==> config.mk <==
export PLATFORM = sky130hd
export DESIGN_NAME = car_lane_engine_flat
export DESIGN_NICKNAME = d
export VERILOG_FILES = /design/src/rtl/car_lane_engine_pkg.sv /design/src/rtl/car_lane_engine_if.sv /design/src/rtl/car_lane_engine_slot.sv /design/src/rtl/car_lane_engine.sv /design/src/flat_wrapper.sv
export SDC_FILE = /design/constraint.sdc
export NUM_CORES = 1
export LEC_CHECK = 0
export CAP_MARGIN = 5
export CORE_MARGIN = 10
export CORE_UTILIZATION = 55
export DETAILED_ROUTE_END_ITERATION = 6
export GPL_TIMING_DRIVEN = 1
export PLACE_DENSITY = 0.89
export SETUP_SLACK_MARGIN = 0.5
export SLEW_MARGIN = 10
export SYNTH_ARGS = -nofsm -noshare
export SYNTH_HDL_FRONTEND = slang
export SYNTH_SLANG_ARGS = --single-unit
==> constraint.sdc <==
create_clock -name iClk -period 8.07 [get_ports iClk]
set_clock_uncertainty 0.1 [all_clocks]
set_input_delay 1.614 -clock iClk [delete_from_list [all_inputs] [get_ports iClk]]
set_output_delay 1.614 -clock iClk [all_outputs]
set_load 0.005 [all_outputs]
==> src/rtl/car_lane_engine_pkg.sv <==
// rtl/car_lane_engine_pkg.sv - shared defaults, sprite size and command priority for the car lane engine
package car_lane_engine_pkg;

  localparam int X_W_DEF   = 10;
  localparam int Y_W_DEF   = 9;
  localparam int Y_MAX_DEF = 479;

  // Car sprite footprint used by the optional collision comparators
  localparam int CAR_W = 32;
  localparam int CAR_H = 48;

  // Per-slot command, ordered by increasing priority
  typedef enum logic [1:0] {
    CMD_NONE,
    CMD_TICK,
    CMD_LOAD,
    CMD_JUMP
  } cmdT;

  // Resolve the commands hitting one slot into the single winning action
  function automatic cmdT selectCmd(input logic jumpHit, input logic loadHit, input logic tick);
    if (jumpHit)      return CMD_JUMP;
    else if (loadHit) return CMD_LOAD;
    else if (tick)    return CMD_TICK;
    else              return CMD_NONE;
  endfunction

endpackage

==> src/rtl/car_lane_engine_if.sv <==
// rtl/car_lane_engine_if.sv - command/position bundle between game control and the car lane engine (COLLISION_DETECT_EN adds player/collision signals)
interface car_lane_engine_if #(
  parameter int N_CARS = 4,
  parameter int X_W    = 10,
  parameter int Y_W    = 9,
  parameter int IDX_W  = 2
);

  logic                    iLoad;
  logic [IDX_W-1:0]        iLoadIdx;
  logic [X_W-1:0]          iPosX;
  logic [Y_W-1:0]          iPosY;
  logic                    iJump;
  logic [IDX_W-1:0]        iJumpIdx;
  logic [X_W-1:0]          iAuxX;
  logic [Y_W-1:0]          iAuxY;
  logic                    iTick;
  logic [N_CARS*X_W-1:0]   oPosX;
  logic [N_CARS*Y_W-1:0]   oPosY;
  logic [N_CARS-1:0]       oActive;
  logic [N_CARS-1:0]       oExit;
`ifdef COLLISION_DETECT_EN
  logic [X_W-1:0]          iPlayerX;
  logic [Y_W-1:0]          iPlayerY;
  logic [N_CARS-1:0]       oCollision;

  modport master (
    output iLoad, iLoadIdx, iPosX, iPosY, iJump, iJumpIdx, iAuxX, iAuxY, iTick, iPlayerX, iPlayerY,
    input  oPosX, oPosY, oActive, oExit, oCollision
  );

  modport slave (
    input  iLoad, iLoadIdx, iPosX, iPosY, iJump, iJumpIdx, iAuxX, iAuxY, iTick, iPlayerX, iPlayerY,
    output oPosX, oPosY, oActive, oExit, oCollision
  );
`else
  modport master (
    output iLoad, iLoadIdx, iPosX, iPosY, iJump, iJumpIdx, iAuxX, iAuxY, iTick,
    input  oPosX, oPosY, oActive, oExit
  );

  modport slave (
    input  iLoad, iLoadIdx, iPosX, iPosY, iJump, iJumpIdx, iAuxX, iAuxY, iTick,
    output oPosX, oPosY, oActive, oExit
  );
`endif

endinterface

==> src/rtl/car_lane_engine_slot.sv <==
// rtl/car_lane_engine_slot.sv - one car slot: X/Y/active/exit registers behind the jump > load > tick mux
module car_lane_engine_slot
  import car_lane_engine_pkg::*;
#(
  parameter int X_W   = X_W_DEF,
  parameter int Y_W   = Y_W_DEF,
  parameter int Y_MAX = Y_MAX_DEF,
  parameter int STEP  = 1
) (
  input  logic           iClk,
  input  logic           iReset,
  input  logic           loadHit,
  input  logic           jumpHit,
  input  logic           tick,
  input  logic [X_W-1:0] loadX,
  input  logic [Y_W-1:0] loadY,
  input  logic [X_W-1:0] auxX,
  input  logic [Y_W-1:0] auxY,
  output logic [X_W-1:0] posX,
  output logic [Y_W-1:0] posY,
  output logic           active,
  output logic           exitPulse
);

  // One extra bit so Y + STEP past the field width is seen as off-screen, not wrapped
  localparam logic [Y_W:0] Y_LIMIT = (Y_W+1)'(Y_MAX);
  localparam logic [Y_W:0] Y_STEP  = (Y_W+1)'(STEP);

  cmdT            cmd;
  logic [Y_W:0]   sum;
  logic           loadVisible;
  logic [X_W-1:0] posXNext;
  logic [Y_W-1:0] posYNext;
  logic           activeNext;
  logic           exitNext;

  // Next-state mux: jump beats load beats tick; a load in the same cycle still decides the active flag
  always_comb begin
    cmd         = selectCmd(jumpHit, loadHit, tick);
    sum         = {1'b0, posY} + Y_STEP;
    loadVisible = ({1'b0, loadY} <= Y_LIMIT);
    posXNext    = posX;
    posYNext    = posY;
    activeNext  = active;
    exitNext    = 1'b0;
    case (cmd)
      CMD_JUMP: begin
        posXNext = auxX;
        posYNext = auxY;
        if (loadHit) activeNext = loadVisible;
      end
      CMD_LOAD: begin
        posXNext   = loadX;
        posYNext   = loadY;
        activeNext = loadVisible;
      end
      CMD_TICK: begin
        if (active) begin
          if (sum <= Y_LIMIT) begin
            posYNext = sum[Y_W-1:0];
          end else begin
            activeNext = 1'b0;
            exitNext   = 1'b1;
          end
        end
      end
      default: begin
      end
    endcase
  end

  // Slot state register; reset wins over any command in the same cycle
  always_ff @(posedge iClk) begin
    if (iReset) begin
      posX      <= '0;
      posY      <= '0;
      active    <= 1'b0;
      exitPulse <= 1'b0;
    end else begin
      posX      <= posXNext;
      posY      <= posYNext;
      active    <= activeNext;
      exitPulse <= exitNext;
    end
  end

endmodule

==> src/rtl/car_lane_engine.sv <==
// rtl/car_lane_engine.sv - N_CARS car position slots with load/jump/frame advance and exit pulses; COLLISION_DETECT_EN adds registered player collision flags
module car_lane_engine
  import car_lane_engine_pkg::*;
#(
  parameter int N_CARS = 4,
  parameter int X_W    = X_W_DEF,
  parameter int Y_W    = Y_W_DEF,
  parameter int Y_MAX  = Y_MAX_DEF,
  parameter int STEP   = 1,
  parameter int IDX_W  = 2
) (
  input logic              iClk,
  input logic              iReset,
  car_lane_engine_if.slave bus
);

  logic [N_CARS*X_W-1:0] posXFlat;
  logic [N_CARS*Y_W-1:0] posYFlat;
  logic [N_CARS-1:0]     activeFlat;
  logic [N_CARS-1:0]     exitFlat;
  logic [N_CARS-1:0]     loadHit;
  logic [N_CARS-1:0]     jumpHit;

  // Index decode: an index beyond the last slot matches nothing, so the command is dropped
  genvar k;
  generate
    for (k = 0; k < N_CARS; k++) begin : gSlot
      assign loadHit[k] = bus.iLoad && (bus.iLoadIdx == IDX_W'(k));
      assign jumpHit[k] = bus.iJump && (bus.iJumpIdx == IDX_W'(k));

      car_lane_engine_slot #(
        .X_W   (X_W),
        .Y_W   (Y_W),
        .Y_MAX (Y_MAX),
        .STEP  (STEP)
      ) uSlot (
        .iClk      (iClk),
        .iReset    (iReset),
        .loadHit   (loadHit[k]),
        .jumpHit   (jumpHit[k]),
        .tick      (bus.iTick),
        .loadX     (bus.iPosX),
        .loadY     (bus.iPosY),
        .auxX      (bus.iAuxX),
        .auxY      (bus.iAuxY),
        .posX      (posXFlat[k*X_W +: X_W]),
        .posY      (posYFlat[k*Y_W +: Y_W]),
        .active    (activeFlat[k]),
        .exitPulse (exitFlat[k])
      );
    end
  endgenerate

  assign bus.oPosX   = posXFlat;
  assign bus.oPosY   = posYFlat;
  assign bus.oActive = activeFlat;
  assign bus.oExit   = exitFlat;

`ifdef COLLISION_DETECT_EN
  logic [N_CARS-1:0] hitNext;
  logic [N_CARS-1:0] collision;
  logic [X_W-1:0]    carX;
  logic [Y_W-1:0]    carY;
  logic [X_W-1:0]    dx;
  logic [Y_W-1:0]    dy;

  // Box overlap test on the registered positions; absolute distance avoids signed math
  always_comb begin
    hitNext = '0;
    carX    = '0;
    carY    = '0;
    dx      = '0;
    dy      = '0;
    for (int s = 0; s < N_CARS; s++) begin
      carX = posXFlat[s*X_W +: X_W];
      carY = posYFlat[s*Y_W +: Y_W];
      dx   = (carX >= bus.iPlayerX) ? (carX - bus.iPlayerX) : (bus.iPlayerX - carX);
      dy   = (carY >= bus.iPlayerY) ? (carY - bus.iPlayerY) : (bus.iPlayerY - carY);
      hitNext[s] = activeFlat[s] && (dx < X_W'(CAR_W)) && (dy < Y_W'(CAR_H));
    end
  end

  // Collision flags land one cycle after the positions they were computed from
  always_ff @(posedge iClk) begin
    if (iReset) collision <= '0;
    else        collision <= hitNext;
  end

  assign bus.oCollision = collision;
`endif

endmodule

==> src/flat_wrapper.sv <==
// flat-port wrapper written by rule: the top's interface ports become plain ports
module car_lane_engine_flat import car_lane_engine_pkg::*;
#(
  parameter int N_CARS = 4,
  parameter int X_W    = X_W_DEF,
  parameter int Y_W    = Y_W_DEF,
  parameter int Y_MAX  = Y_MAX_DEF,
  parameter int STEP   = 1,
  parameter int IDX_W  = 2
)
  (iClk, iReset, bus_iLoad, bus_iLoadIdx, bus_iPosX, bus_iPosY, bus_iJump, bus_iJumpIdx, bus_iAuxX, bus_iAuxY, bus_iTick, bus_oPosX, bus_oPosY, bus_oActive, bus_oExit);
  car_lane_engine_if #(.N_CARS(N_CARS), .X_W(X_W), .Y_W(Y_W), .IDX_W(IDX_W)) bus_i ();
  input logic iClk;
  input logic iReset;
  input wire logic [$bits(bus_i.iLoad)-1:0] bus_iLoad;
  input wire logic [$bits(bus_i.iLoadIdx)-1:0] bus_iLoadIdx;
  input wire logic [$bits(bus_i.iPosX)-1:0] bus_iPosX;
  input wire logic [$bits(bus_i.iPosY)-1:0] bus_iPosY;
  input wire logic [$bits(bus_i.iJump)-1:0] bus_iJump;
  input wire logic [$bits(bus_i.iJumpIdx)-1:0] bus_iJumpIdx;
  input wire logic [$bits(bus_i.iAuxX)-1:0] bus_iAuxX;
  input wire logic [$bits(bus_i.iAuxY)-1:0] bus_iAuxY;
  input wire logic [$bits(bus_i.iTick)-1:0] bus_iTick;
  output wire logic [$bits(bus_i.oPosX)-1:0] bus_oPosX;
  output wire logic [$bits(bus_i.oPosY)-1:0] bus_oPosY;
  output wire logic [$bits(bus_i.oActive)-1:0] bus_oActive;
  output wire logic [$bits(bus_i.oExit)-1:0] bus_oExit;
  assign bus_i.iLoad = bus_iLoad;
  assign bus_i.iLoadIdx = bus_iLoadIdx;
  assign bus_i.iPosX = bus_iPosX;
  assign bus_i.iPosY = bus_iPosY;
  assign bus_i.iJump = bus_iJump;
  assign bus_i.iJumpIdx = bus_iJumpIdx;
  assign bus_i.iAuxX = bus_iAuxX;
  assign bus_i.iAuxY = bus_iAuxY;
  assign bus_i.iTick = bus_iTick;
  assign bus_oPosX = bus_i.oPosX;
  assign bus_oPosY = bus_i.oPosY;
  assign bus_oActive = bus_i.oActive;
  assign bus_oExit = bus_i.oExit;
  car_lane_engine #(.N_CARS(N_CARS), .X_W(X_W), .Y_W(Y_W), .Y_MAX(Y_MAX), .STEP(STEP), .IDX_W(IDX_W)) u_core (.iClk(iClk), .iReset(iReset), .bus(bus_i));
endmodule
* Yosys cells after proc, flatten, opt, wreduce, memory -nomap -nowiden
Cells that the tools add are included.
** Storage, ports and cells
- Input bits :: 47
- Bits in registers :: 84
** Cells by class
- Mux-type cells :: 45
- $lt $le $gt $ge :: 5
- Equal/unequal tests :: 30
- $add $sub $neg :: 4
- Reductions and logical operators :: 30
- Bitwise logic cells :: 8
** Operators by type and width (count)
- case mux 9 bit (3 select lines) :: 4
- case mux 10 bit (2 select lines) :: 4
- two-way mux 9 bit :: 8
- adder 9 x 1 -> 10 bit, second input constant :: 4
- less-or-equal comparator 10 x 9 -> 1 bit, second input constant :: 4
- equality test 2 bit, second input constant :: 12
- != test 2 bit, second input constant :: 12
- two-way mux 1 bit :: 17
- two-way mux 2 bit :: 8
- equality test 2 x 1 -> 1 bit, second input constant :: 6
- case mux 1 bit (3 select lines) :: 4
- AND reduction 3 bit :: 4
- nonzero test 3 bit :: 4
- OR reduction 3 bit :: 4
- less-or-equal comparator 9 bit, second input constant :: 1
- logical AND 1 bit :: 8
- inverter 1 bit :: 8
- AND reduction 2 bit :: 4
- nonzero test 2 bit :: 4
- zero test 2 bit :: 2

* Logic depth before layout (Yosys ltp)
- Depth after elaboration :: 7
- Mapped depth :: 11
- Gate-level depth less buffers :: 10

* Modules after synthesis
From an unflattened synthesis, not the netlist that was laid out.
** Second synthesis, totals
- Cell total of the unflattened synthesis :: 620
- Area total of the unflattened synthesis :: 5340.1 sq um
** Modules (own cells, without submodules)
- car_lane_engine_slot :: times used 4, sequential area each 420.4 sq um, area each 1316.3 sq um, cells an instance 153
- car_lane_engine :: times used 1, sequential area each 0.0 sq um, area each 75.1 sq um, cells an instance 8

* Worst setup path before layout
No wires, ideal clock.
- Path type :: input -> register
- From :: input port bus_iLoadIdx[0]
- To :: register u_core.gSlot[0].uSlot.posX[2]
- Stages :: 8
- Path buffers :: 3
- Path slack :: 4.364 ns
- Setup time :: 0.138 ns
- Arrival time :: 3.469 ns
- Cell sequence :: or3b_1 o21ai_2 clkbuf_1 ha_1 clkbuf_1 buf_2 mux2i_1 a211oi_1
** On the way
- Cells in the longest elaborated chain, start to end :: 6
- Elaborated cells between the ends (all ways) :: 8
- Classes of those cells :: eq/ne: 2; mux: 3; reduce/logical: 3
** Ends and longest elaborated chain
- start, declared :: line flat_wrapper.sv:16 : input wire logic [$bits(bus_i.iLoadIdx)-1:0] bus_iLoadIdx;
- zero test 2 bit (*) :: line car_lane_engine.sv:28 : assign loadHit[k] = bus.iLoad && (bus.iLoadIdx == IDX_W'(k));
- logical AND 1 bit (*) :: line car_lane_engine.sv:28
- two-way mux 2 bit (*) :: line car_lane_engine_pkg.sv:23 : else if (loadHit) return CMD_LOAD;
- two-way mux 2 bit (*) :: line car_lane_engine_pkg.sv:22 : if (jumpHit) return CMD_JUMP;
- equality test 2 bit :: line car_lane_engine_slot.sv:46 : case (cmd)
- case mux 10 bit (2 select lines) / nonzero test 2 bit (equally long branches)
- end signal, assigned :: line car_lane_engine_slot.sv:80 : posX <= posXNext;
- end, declared :: line car_lane_engine_slot.sv:19 : output logic [X_W-1:0] posX,
Every way passes the cells marked *; elsewhere a longest branch is shown, timed or not.
A chain may end at the register's enable or synchronous reset.

* Final worst setup path
- From :: input port bus_iJumpIdx[0]
- To :: register u_core.gSlot[3].uSlot.posY[7]
** On the way
- Cells in the longest elaborated chain, start to end :: 6
- Elaborated cells between the ends (all ways) :: 11
- Classes of those cells :: eq/ne: 6; mux: 2; reduce/logical: 3
** Ends and longest elaborated chain
- start, declared :: line flat_wrapper.sv:20 : input wire logic [$bits(bus_i.iJumpIdx)-1:0] bus_iJumpIdx;
- equality test 2 bit (*) :: line car_lane_engine.sv:29 : assign jumpHit[k] = bus.iJump && (bus.iJumpIdx == IDX_W'(k));
- logical AND 1 bit (*) :: line car_lane_engine.sv:29
- two-way mux 2 bit (*) :: line car_lane_engine_pkg.sv:22
- equality test 2 x 1 -> 1 bit / equality test 2 bit (equally long branches) :: line car_lane_engine_slot.sv:46
- != test 2 bit (no line) / nonzero test 3 bit (equally long branches)
- AND reduction 3 bit (no line)
- end signal, assigned :: line car_lane_engine_slot.sv:81 : posY <= posYNext;
- end, declared :: line car_lane_engine_slot.sv:20 : output logic [Y_W-1:0] posY,
Marks and branches as above.

==> flow_summary.yaml <==
worst_hold_path:
  hold_path_startpoint: "u_core.gSlot[1].uSlot.posX[5]"
  hold_path_class: "reg -> reg"
route:
  wl_per_cell_um: 21.6
  drt_first_pass_iters: 5
  ant_nets: 0
  num_vias: 5804
  drc: 0
  drt-vias-per-instance: 6.52
  drt_first_iter_violations: 629
  wl_um: 19200
clock_network:
  insertion_delay_ns: 0.35
  ctsResizeCount: 0
  cts.clk_slew.worst_paths_ns: 0.10
  cts.sinks: 84
  cts_tree: "built"
  clockBufferDepth: 2
  cts_setup_buffers: 0
  ctsRootBufferMaster: "clkbuf_8"
  cts_hold_buf: 0
  numCtsBuffers: 9
  h-tree-depth: 3
pwr:
  vdd_ir_drop_max_mv: 0.115
  p_total_mw: 1.21
  power.leakage_nw: 2.43
  p_per_area_nw_per_um2: 173
grt:
  grt_pass1_vias: 5649
  antenna_found_initial: 0
  gr-total-overflow: 0
  grt_pass1_wl_um: 30100
  grt_max_degree: 92
  grt_usage_pct: 25.1
synthesis:
  synth_area_leaders: "dfxtp_1 30%, mux2i_1 7.9%, nor2_1 5.4%"
  dominantRegCellSynth: "dfxtp_1"
  syn_inst: 667
  ys_types: 53
  yosys.area_share.simple_pct: 21.1
  seq_area_frac_synth_pct: 30.1
  synth_fa_ha_area_share_pct: 4.48
  syn_avg_cell_area_um2: 8.37
  yosysMostFrequentCell: "dfxtp_1"
  synth_edf_count: 0
  synthMuxAreaShare_pct: 8.76
  synth_common_cells: "84 x dfxtp_1, 81 x nor2_1, 44 x mux2i_1"
  synth_top_family_by_area: "compound AO/OA/AOI/OAI gates"
  yosysWarnings: 0
  synth_largest_area_cell: "dfxtp_1"
  syn_nets: 734
  async_flop_share_pct: 0
  synth_area_um2: 5590
  synthXorXnorAreaFrac_pct: 2.98
  synth_top_area_share_pct: 30.1
  ys_ff_latch: 84
  synth_compound_area_share_pct: 25.7
die:
  dieArea_um2: 14600
  core_um2: 9820
  initial_utilization_pct: 56.9
  die_w_um: 121
  num_rows: 36
  ios: 131
  die_h_um: 121
sta:
  finalSetupTns_ns: 0
  finalCritPeriodShare_pct: 57.5
  worstMarginPinSlew_ns: 1.07
  relSlewSlack_pct: 28.5
  hold_viol: 0
  max_freq_mhz: 215
  finalSetupViolCount: 0
  rsz0062_at_grt: "no"
  finalCriticalPeriod_ns: 4.64
  slew_viol_final: 0
status:
  status: "finished, final reports clean"
cells_and_area:
  drive_gt1_share_pct: 4.89
  area_delta_synth_final_pct: 25.1
  fillerInstances: 800
  n_antenna_cell: 0
  layout.nets: 819
critical_path:
  cp.required_ns: 8.25
  start_kind: "primary input"
  cp-startpoint: "bus_iJumpIdx[0]"
  cp-end-kind: "register"
  r2r_start: "u_core.gSlot[0].uSlot.posY[0]"
  crit_fanout: 23
  worstSetupPathType: "in -> reg"
  cp.arrival_ns: 4.82
placed_design:
  routabilityCongestion: 0.934
  dp_hpwl_um: 13800
  portBuffers: 130
run:
  cap_violations: 0
[routing by layer]
metal / track usage [%] / part of all wire (%) / vias up / routed length, µm
li1: - / - / 2679 / -
met1: 31.1 / 39 / 2720 / 7400
met2: 40.7 / 48 / 343 / 9150
met3: 6.24 / 11 / 62 / 2070
met4: 10.3 / 3.0 / 0 / 583
met5: 0 / 0 / - / 0
[cell usage in the layout, fill, tap and decap left out, drive strengths merged, types with 15 or more instances in the layout]
cell type	instances
a211oi	40
a21oi	31
clkdlybuf4s50	129
dfxtp	84
ha	20
inv	28
mux2i	44
nand2	33
nand3	24
nand4	15
nor2	81
o211ai	22
o21ai	33
[final timing paths]
check | endpoint | slack, ns | depth (start not counted)
worst max-delay path | u_core.gSlot[3].uSlot.posY[7] | 3.43 | 10
worst max register to register | u_core.gSlot[0].uSlot.posY[8] | 5.36 | 6
worst min register to register | u_core.gSlot[1].uSlot.posX[5] | 0.40 | 2
worst min-delay path | u_core.gSlot[1].uSlot.posX[5] | 0.40 | 2
[power breakdown]
group          total [mW]  leakage (nW)  switching [mW]  internal, mW
combinational       0.353          1.64           0.184         0.169
sequential          0.506         0.689          0.0529         0.453
clock               0.348         0.109           0.169         0.179
total                1.21          2.43           0.406         0.801
[registers in the layout (all words and copies together), names as in the netlist]
| register | count |
|---|---|
| u_core.gSlot.uSlot.posY | 36 |
| u_core.gSlot.uSlot.active | 4 |
| u_core.gSlot.uSlot.exitPulse | 4 |
| u_core.gSlot.uSlot.posX | 40 |
[area by class of cell]
cell class                      instances  area (µm²)  share of cell area, %
Multi-Input combinational cell        500        3520                   50.3
Tap cell                              133         166                   2.38
Inverter                               26        97.6                   1.40
Clock inverter                          6        96.3                   1.38
Clock buffer                           10         128                   1.83
Timing Repair Buffer                  131        1300                   18.7
Sequential cell                        84        1680                   24.1
[logic make-up after synthesis]
kind of cell,count (synthesis)
XOR/XNOR,19
adder cells (fa/ha/maj),20
AND/OR/NAND/NOR,219
buffers and inverters,83
multiplexers,48
flip-flops,84
AO/OA/AOI/OAI,194
[worst max-delay path, cell delays in order]
cell and delay [ns]:
clkdlybuf4s50_1 0.54, and3_1 0.21, nand2b_1 0.71, inv_1 0.16, ha_1 0.39, nand2_1 0.16, a21oi_1 0.05, a21o_1 0.34
or4b_1 0.54, o211ai_1 0.09
[per-stage QoR]
step	utilization (%)	cells	setup WS [ns]	instance area [µm²]	hold slack [ns]
floorplan	-	667	4.36	5590	0.394
global placement	68.9	874	3.27	6770	0.384
detailed placement	68.9	874	3.13	6770	0.395
CTS	71.2	890	3.48	6990	0.408
global route	71.2	890	3.21	6990	0.421
finish	71.2	890	3.43	6990	0.404
(Power assumes the default switching activity.)
